**src/rtl/seq_match_pkg.sv**
```systemverilog
// Shared types and defaults for the serial pattern-match controller.
package seq_match_pkg;

    typedef enum logic [1:0] {
        ST_IDLE  = 2'd0,
        ST_SHIFT = 2'd1,
        ST_DONE  = 2'd2
    } state_e;

    localparam int DEF_DW = 16;
    localparam int DEF_PW = 4;
    localparam int DEF_CW = 5;

    // Smallest CW with 2^CW-1 >= DW-PW+1 (most matches one word can hold)
    function automatic int min_cw(input int dw, input int pw);
        return $clog2(dw - pw + 2);
    endfunction

endpackage

```
**src/rtl/seq_win_det.sv**
```systemverilog
// PW-bit sliding window detector; SEQ_MATCH_NONOVERLAP_EN restarts
// the window after each hit so matches never share bits.
module seq_win_det
    import seq_match_pkg::*;
#(
    parameter int PW = DEF_PW
) (
    input  logic          clk_i,
    input  logic          rst_ni,
    input  logic          clr_i,
    input  logic          en_i,
    input  logic          bit_i,
    input  logic [PW-1:0] pat_i,
    output logic          hit_o
);

    localparam int FW = $clog2(PW + 1);
    localparam logic [FW:0] PW_W = (FW + 1)'(PW);

    logic [PW-1:0] win_q, win_d;
    logic [FW-1:0] fill_q, fill_d;
    logic [FW:0]   fill_inc;

    always_comb begin
        win_d    = {win_q[PW-2:0], bit_i};
        fill_inc = {1'b0, fill_q} + {{FW{1'b0}}, 1'b1};
        fill_d   = (fill_inc > PW_W) ? fill_q : fill_inc[FW-1:0];
        hit_o    = en_i && (fill_inc >= PW_W) && (win_d == pat_i);
    end

    always_ff @(posedge clk_i or negedge rst_ni) begin
        if (!rst_ni) begin
            win_q  <= '0;
            fill_q <= '0;
        end else if (clr_i) begin
            win_q  <= '0;
            fill_q <= '0;
        end else if (en_i) begin
`ifdef SEQ_MATCH_NONOVERLAP_EN
            if (hit_o) begin
                win_q  <= '0;
                fill_q <= '0;
            end else begin
                win_q  <= win_d;
                fill_q <= fill_d;
            end
`else
            win_q  <= win_d;
            fill_q <= fill_d;
`endif
        end
    end

endmodule

```
**src/rtl/seq_match_ctrl.sv**
```systemverilog
// Serialises a word MSB-first through seq_win_det and counts matches.
// Build option SEQ_MATCH_NONOVERLAP_EN selects non-overlapping counting.
module seq_match_ctrl
    import seq_match_pkg::*;
#(
    parameter int DW = DEF_DW,
    parameter int PW = DEF_PW,
    parameter int CW = DEF_CW
) (
    input  logic          CLK,
    input  logic          RST_N,
    input  logic          START,
    input  logic [DW-1:0] DIN,
    input  logic [PW-1:0] PAT,
    output logic          BUSY,
    output logic          DONE,
    output logic          SBIT,
    output logic          ZSER,
    output logic [CW-1:0] MCNT
);

    localparam int BW = $clog2(DW + 1);

    state_e        state_q;
    logic [DW-1:0] sreg_q;
    logic [PW-1:0] pat_q;
    logic [BW-1:0] bcnt_q;
    logic [CW-1:0] mcnt_q;
    logic          busy_q, done_q, sbit_q, zser_q;
    logic          accept, shift_en, hit;

    assign accept   = (state_q == ST_IDLE) && START;
    assign shift_en = (state_q == ST_SHIFT);

    seq_win_det #(
        .PW (PW)
    ) u_det (
        .clk_i  (CLK),
        .rst_ni (RST_N),
        .clr_i  (accept),
        .en_i   (shift_en),
        .bit_i  (sreg_q[DW-1]),
        .pat_i  (pat_q),
        .hit_o  (hit)
    );

    always_ff @(posedge CLK or negedge RST_N) begin
        if (!RST_N) begin
            state_q <= ST_IDLE;
            sreg_q  <= '0;
            pat_q   <= '0;
            bcnt_q  <= '0;
            mcnt_q  <= '0;
            busy_q  <= 1'b0;
            done_q  <= 1'b0;
            sbit_q  <= 1'b0;
            zser_q  <= 1'b0;
        end else begin
            done_q <= 1'b0;
            zser_q <= 1'b0;
            unique case (state_q)
                ST_IDLE: begin
                    if (START) begin
                        sreg_q  <= DIN;
                        pat_q   <= PAT;
                        mcnt_q  <= '0;
                        bcnt_q  <= BW'(DW);
                        busy_q  <= 1'b1;
                        state_q <= ST_SHIFT;
                    end
                end
                ST_SHIFT: begin
                    sreg_q <= {sreg_q[DW-2:0], 1'b0};
                    sbit_q <= sreg_q[DW-1];
                    bcnt_q <= bcnt_q - BW'(1);
                    if (hit) begin
                        zser_q <= 1'b1;
                        if (mcnt_q != '1) mcnt_q <= mcnt_q + CW'(1);
                    end
                    // last bit consumed on this edge
                    if (bcnt_q == BW'(1)) begin
                        state_q <= ST_DONE;
                        done_q  <= 1'b1;
                    end
                end
                ST_DONE: begin
                    busy_q  <= 1'b0;
                    state_q <= ST_IDLE;
                end
                default: begin
                    busy_q  <= 1'b0;
                    state_q <= ST_IDLE;
                end
            endcase
        end
    end

    assign BUSY = busy_q;
    assign DONE = done_q;
    assign SBIT = sbit_q;
    assign ZSER = zser_q;
    assign MCNT = mcnt_q;

endmodule

```
**config.mk**
```make
export PLATFORM = sky130hd
export DESIGN_NAME = seq_match_ctrl
export DESIGN_NICKNAME = d
export VERILOG_FILES = /design/src/rtl/seq_match_pkg.sv /design/src/rtl/seq_win_det.sv /design/src/rtl/seq_match_ctrl.sv
export SDC_FILE = /design/constraint.sdc
export NUM_CORES = 1
export LEC_CHECK = 0
export CAP_MARGIN = 40
export CORE_AREA = 2 2 68 70
export CTS_CLUSTER_DIAMETER = 30
export DETAILED_ROUTE_END_ITERATION = 8
export DIE_AREA = 0 0 70 72
export PLACE_DENSITY_LB_ADDON = 0.1
export REMOVE_ABC_BUFFERS = 1
export SKIP_CTS_REPAIR_TIMING = 1
export SYNTH_ARGS = -nofsm -noshare
export SYNTH_HDL_FRONTEND = slang
export SYNTH_SLANG_ARGS = --single-unit
```
**constraint.sdc**
```tcl
create_clock -name CLK -period 2.1 [get_ports CLK]
set_input_delay 0.42 -clock CLK [delete_from_list [all_inputs] [get_ports CLK]]
set_output_delay 0.42 -clock CLK [all_outputs]
set_load 0.05 [all_outputs]
```
==> metrics.md, run 1 <==
| Metric | Value |
|---|---|
| Fmax achieved | 0.510 GHz |
| Ports | 32 |
| Chip width | 70 µm |
| Post-placement setup slack | 157 ps |
| Post-synthesis cell area | 2070 µm² |
| CP required | 1680 ps |
| Synth-to-layout area growth | 22.9% |
| CTS tree | done |
| Syn Area/Cell | 9.80 µm² |
| RSZ-0062 raised after global routing | false |
| Hold Path Class | input pin to async pin |
| Initial antenna violation count | 0 |
| Synth warn | 0 |
| Vias per cell | 5.38 |
| Core box area | 4260 µm² |
| Critical path, cell by cell | clkdlybuf4s50_1 |
| CP max FO | 5 |
| CP max stage delay | 830 ps |
| Global-route wire length before repair | 7420 µm |
| CTS Buf Count | 5 |
| Drt drc | 0 |
| Flops & latches, synth | 42 |
| CP endpoint | MCNT[0] |
| Post-DP HPWL | 2830 µm |
| Crit. Startpoint | MCNT[0] |
| DR iter-0 viols | 75 |
| Tot GR Track Use | 18.7% |
| Area leader, netlist | dfrtp_1 |
| Reg clk slew, reported paths | 80 ps |
| Max Buffers Root-to-Sink | 2 |
| Layout cells sized above 1 | 7.66% |
| Final core utilization | 59.6% |
| Levels on crit path | 1 |
| Worst-margin pin slew | 746 ps |
| Sequential area share after synthesis | 50.8% |
| Via count | 1,613 |
| R2R Setup Slk | 240 ps |
| Status | finished clean |
| Antenna-violating nets left | 0 |
| Htree depth | 2 |
| Num Clock Sinks | 42 |
| Total Wirelength | 4170 µm |
| Die height | 72 µm |
| Clock latency on the worst-skew pair | 300 ps |
| Vias in the first global route | 1,589 |
| Final worst slack | 139 ps |
| Synth top area cells | dfrtp_1 (51%), nor2b_1 (6.0%), a22oi_1 (5.4%) |
| R2r startpoint | u_det.fill_q[0] |
| WP buf/inv | 1 |
| Final count of hold timing violations | 0 |
| Commonest non-fill, non-tap cell in the layout | dfrtp_1 |
| Max Slew Vio Count | 0 |
| Most frequent cells in the layout | dfrtp_1 (42), clkdlybuf4s50_1 (30), nand2_1 (29) |
| Final setup viols | 0 |
| Hold_ws | 173 ps |
| Pwr dens | 1400 nW/µm² |
| Part of the cycle the worst path needs | 93.4% |
| Placed Area | 2460 µm² |
| Number of cell rows | 24 |
| Die Area | 5040 µm² |
| Initial Utilization | 48.5% |
| VDD IR max | 0.887 mV |
| CP endpoint kind | output port |
| Relative slew slack | 50.2% |
| Min Clock Period, post-route | 1960 ps |
| GP Congestion | 0.745 |
| GRT overflow | 0 |
| Post-route cell area | 2540 µm² |
| Layout Nets | 276 |
| Drt pass-1 iters | 4 |
| Unique masters post-synth | 31 |
| Maxcap violations | 0 |
| WL/cell | 13.9 µm |
| Antenna cells | 0 |
| Slowest-stage cell, CP | clkdlybuf4s50_1 |
| WP data arrival | 1540 ps |
| Worst clock skew | 11.0 ps |
| Total Power | 3.55 mW |
| Synth Instances | 211 |
| Largest net degree at the start of global routing | 43 |
| Reg-to-Reg End | MCNT[0] |
| Area share of the leading cell type in the synthesized netlist | 50.8% |
| Root buffer cell | clkbuf_8 |
| CP delay by family, top | buffers and inverters |
| Worst setup SP type | flip-flop |
| Leakage | 1.14 nW |
| Worst R2R Path Depth | 5 |
| Port buffer count | 31 |
| Critical path class | flip-flop to output port |
[state kept, by name (all words and copies together) (netlist names), 2 cells and up]
| register | count |
|---|---|
| sreg_q | 16 |
| MCNT | 5 |
| bcnt_q | 5 |
| pat_q | 4 |
| u_det.fill_q | 3 |
| u_det.win_q | 3 |
| state_q | 2 |
[synth_stat cells]
cell / n
a2111oi_4: 1
a21boi_1: 1
a21oi_1: 17
a22o_1: 2
a22oi_1: 15
and2_1: 2
and3_1: 1
buf_2: 4
clkbuf_1: 6
dfrtp_1: 42
ha_1: 6
inv_1: 6
mux2i_1: 6
nand2_1: 29
nand2b_1: 1
nand2b_2: 1
nand3_1: 8
nand3_2: 1
nor2_1: 3
nor2b_1: 20
nor3_1: 2
nor4_1: 1
nor4b_1: 2
o211ai_1: 1
o21ai_0: 9
o21ai_1: 15
o21bai_1: 1
o311ai_0: 1
or4_1: 1
xnor2_1: 1
xor2_1: 5
[power breakdown]
part           leakage (nW)  internal [mW]  switching, mW
combinational         0.549          0.652          0.914
clock                0.0452          0.235          0.281
sequential            0.541           1.16          0.315
total                  1.14           2.04           1.51
[logic make-up after synthesis]
| group | count (synthesis) | synth area share [%] |
|---|---|---|
| AO/OA/AOI/OAI | 63 | 19.1 |
| XOR/XNOR | 6 | 2.54 |
| adder cells (fa/ha/maj) | 6 | 3.63 |
| buffers and inverters | 16 | 3.15 |
| flip-flops | 42 | 50.8 |
| multiplexers | 6 | 2.90 |
| AND/OR/NAND/NOR | 72 | 17.9 |
[metal layers]
layer / vias to the layer above / GRT usage, % / wire (µm)
li1: 815 / - / -
met1: 768 / 26.9 / 2140
met2: 22 / 28.1 / 1820
met3: 8 / 4.03 / 150
met4: 0 / 7.05 / 71
met5: - / 0 / 0
[cell type report]
type                       count  area, µm²
timing repair buffer          39        365
multi-input combinational    153        952
clock inverter                 2       13.8
clock buffer                   6       72.6
sequential                    42       1050
fill                         381       1720
tap                           52       65.1
inverter                       6       22.5
[worst min path at each step]
stage                           end  slack (ps)      start  cells after the start
after CTS                 sreg_q[7]         200      RST_N                      2
after detailed placement  bcnt_q[4]         480  bcnt_q[4]                      1
after global routing      sreg_q[7]         220      RST_N                      2
after floorplan                BUSY         120      RST_N                      0
final                     sreg_q[7]         170      RST_N                      2
after global placement     pat_q[0]         480   pat_q[0]                      2
[metrics by stage]
step,TNS (ps),std cells
2_1_floorplan,-45.6,201
3_3_place_gp,0,292
3_5_place_dp,0,292
4_1_cts,0,300
5_1_grt,0,300
6_report,0,300
(Power assumes the default switching activity.)
==> run 2, diff against run 1 <==
Settings changed: ABC_AREA from default to 1, CAP_MARGIN 40 to default, CORE_AREA 2 2 68 70 to 2 2 67 69, DIE_AREA 0 0 70 72 to 0 0 69 71, GPL_TIMING_DRIVEN from default to 0.
==> run 2 against run 1 <==
Setup slack worse by 7.1 ps. Clock skew decreased by 8.1 ps. Cell area down 3.0%.
==> metrics.md, run 2 <==
| Metric | Value |
|---|---|
| Commonest non-fill, non-tap cell in the layout | nand2_1 |
| Unique masters post-synth | 25 |
| GRT overflow | 0 |
| Antenna-violating nets left | 0 |
| Reg clk slew, reported paths | 70 ps |
| Reg-to-Reg End | u_det.fill_q[2] |
| Sequential area share after synthesis | 51.9% |
| Pwr dens | 1400 nW/µm² |
| Synth cell count leaders | nand2_1 (73), dfrtp_1 (42), inv_1 (18) |
| Worst R2R Path Depth | 8 |
| Post-synthesis cell area | 2030 µm² |
| Synth-to-layout area growth | 21.8% |
| RSZ-0062 raised after global routing | false |
| Syn Area/Cell | 9.12 µm² |
| Layout Nets | 285 |
| DR iter-0 viols | 48 |
| Initial antenna violation count | 0 |
| Chip width | 69 µm |
| VDD IR max | 0.608 mV |
| Layout cells sized above 1 | 9.73% |
| Min Clock Period, post-route | 1970 ps |
| Worst clock skew | 2.87 ps |
| Drt pass-1 iters | 4 |
| Critical path, cell by cell | clkdlybuf4s50_1 |
| Final setup viols | 0 |
| Main flop type after synthesis | dfrtp_1 |
| Final core utilization | 58.7% |
| EDFF count, synth | 0 |
| Antenna cells | 0 |
| Drt drc | 0 |
| Htree depth | 2 |
| Synth top area cells | dfrtp_1 (52%), nand2_1 (14%), a22oi_1 (3.7%) |
| Die Area | 4900 µm² |
| Critical path class | flip-flop to output port |
| Area leader, netlist | dfrtp_1 |
| Ports | 32 |
| Most common cell in the synthesized netlist | nand2_1 |
| Total Wirelength | 3890 µm |
| WL/cell | 12.6 µm |
| Port buffer count | 31 |
| Post-route cell area | 2470 µm² |
| Synth warn | 0 |
| Fmax achieved | 0.508 GHz |
| Die height | 71 µm |
| Root buffer cell | clkbuf_8 |
| Slowest-stage cell, CP | clkdlybuf4s50_1 |
| Crit. Startpoint | MCNT[2] |
| Cell Count, Final, Fillers Out | 309 |
| R2R Setup Slk | 230 ps |
| Clock latency on the worst-skew pair | 290 ps |
| Flops & latches, synth | 42 |
| Biggest register | sreg_q |
| Tot GR Track Use | 17.8% |
| FF+latch area | 1050 µm² |
| CP endpoint | MCNT[2] |
| Global-route wire length before repair | 6970 µm |
| Maxcap violations | 0 |
| CTS Buf Count | 5 |
| Worst-margin pin slew | 547 ps |
| Post-route setup TNS | 0 ps |
| GP Congestion | 0.769 |
| CP delay by family, top | buffers and inverters |
| # fillers | 400 |
| Number of cell rows | 24 |
| Core box area | 4200 µm² |
| Leakage | 1.21 nW |
| Largest net degree at the start of global routing | 34 |
| Part of the cycle the worst path needs | 93.7% |
| Largest register FFs | 16 |
| Worst setup SP type | flip-flop |
| Max Buffers Root-to-Sink | 2 |
| Hold_ws | 459 ps |
| CP required | 1680 ps |
| Status | finished clean |
| CP max FO | 5 |
| Max Slew Vio Count | 0 |
| Post-DP HPWL | 2640 µm |
| Num Clock Sinks | 42 |
| CP max stage delay | 830 ps |
| Placed Instances | 299 |
| Vias in the first global route | 1,599 |
| Placed Area | 2360 µm² |
| CP endpoint kind | output port |
| Most frequent cells in the layout | nand2_1 (73), dfrtp_1 (42), clkdlybuf4s50_1 (30) |
| Vias per cell | 5.08 |
| Levels on crit path | 1 |
| CTS tree | done |
| Via count | 1,569 |
| Initial Utilization | 48.2% |
| Area share of the leading cell type in the synthesized netlist | 51.9% |
| Hold Path Class | flip-flop to flip-flop |
| Synth Instances | 222 |
| Final count of hold timing violations | 0 |
| Relative slew slack | 63.4% |
| WP data arrival | 1550 ps |
| WP buf/inv | 1 |
| R2r startpoint | state_q[1] |
| FFs w/ async S/R, synth | 100% |
| Multi-input logic area | 842 µm² |
==> run 2: cell types whose count changed in the layout (fill, tap and decap cells not counted), moves of 5 or more <==
cell	change
mux2i_1	-5
o21ai_1	-14
nand3_1	+7
a21oi_1	-15
inv_1	+12
nor2b_1	-20
nand2_1	+44
a22oi_1	-5
buf_4	-8
nor2_4	+6
==> run 2: final cells by class <==
cell class                      count  share of cell area [%]
Inverter                           22                    3.35
Timing Repair Buffer               33                    13.6
Clock buffer                        7                    3.50
Multi-Input combinational cell    152                    34.1
Sequential cell                    42                    42.6
Clock inverter                      1                   0.203
Tap cell                           52                    2.64
==> run 2: per-layer routing <==
metal | wire, µm | part of all wire (%) | track usage [%]
met5 | 0 | 0 | 0
met1 | 1780 | 46 | 21.5
met3 | 138 | 3.6 | 5.13
met2 | 1910 | 49 | 30.4
met4 | 51 | 1.3 | 6.54
==> run 2: cell families (layout without fill, tap and decap cells) <==
kind of cell    Yosys count  after routing  share of synthesized area [%]
flops                    42             42                           51.9
compound gates           29             29                           8.96
simple gates            110            111                           25.9
xor+xnor                  5              5                           2.16
buf+inv                  29             63                           6.86
mux                       1              1                          0.494
fa+ha+maj                 6              6                           3.71
==> run 2: stage by stage <==
| step | total power, mW | worst slack (ps) |
|---|---|---|
| CTS | 3.49 | 109 |
| finish | 3.46 | 132 |
| detailed placement | 2.95 | -177 |
| global route | 3.79 | 20.4 |
| global placement | 2.90 | -536 |
| floorplan | 2.51 | 327 |
==> run 2: where the power goes <==
part	internal, mW	switching [mW]	total [mW]
Clock	0.265	0.268	0.533
Sequential	1.14	0.226	1.37
Combinational	0.573	0.982	1.56
Total	1.98	1.48	3.46
==> run 2: how the worst min path moves through the flow <==
stage | depth (start not counted) | startpoint | slack (ps) | end
after floorplan | 0 | RST_N | 120 | BUSY
after global placement | 1 | bcnt_q[4] | 450 | bcnt_q[4]
after detailed placement | 1 | RST_N | 300 | u_det.fill_q[0]
after CTS | 1 | RST_N | -20 | MCNT[1]
after global routing | 1 | bcnt_q[4] | 490 | bcnt_q[4]
final | 1 | bcnt_q[4] | 460 | bcnt_q[4]
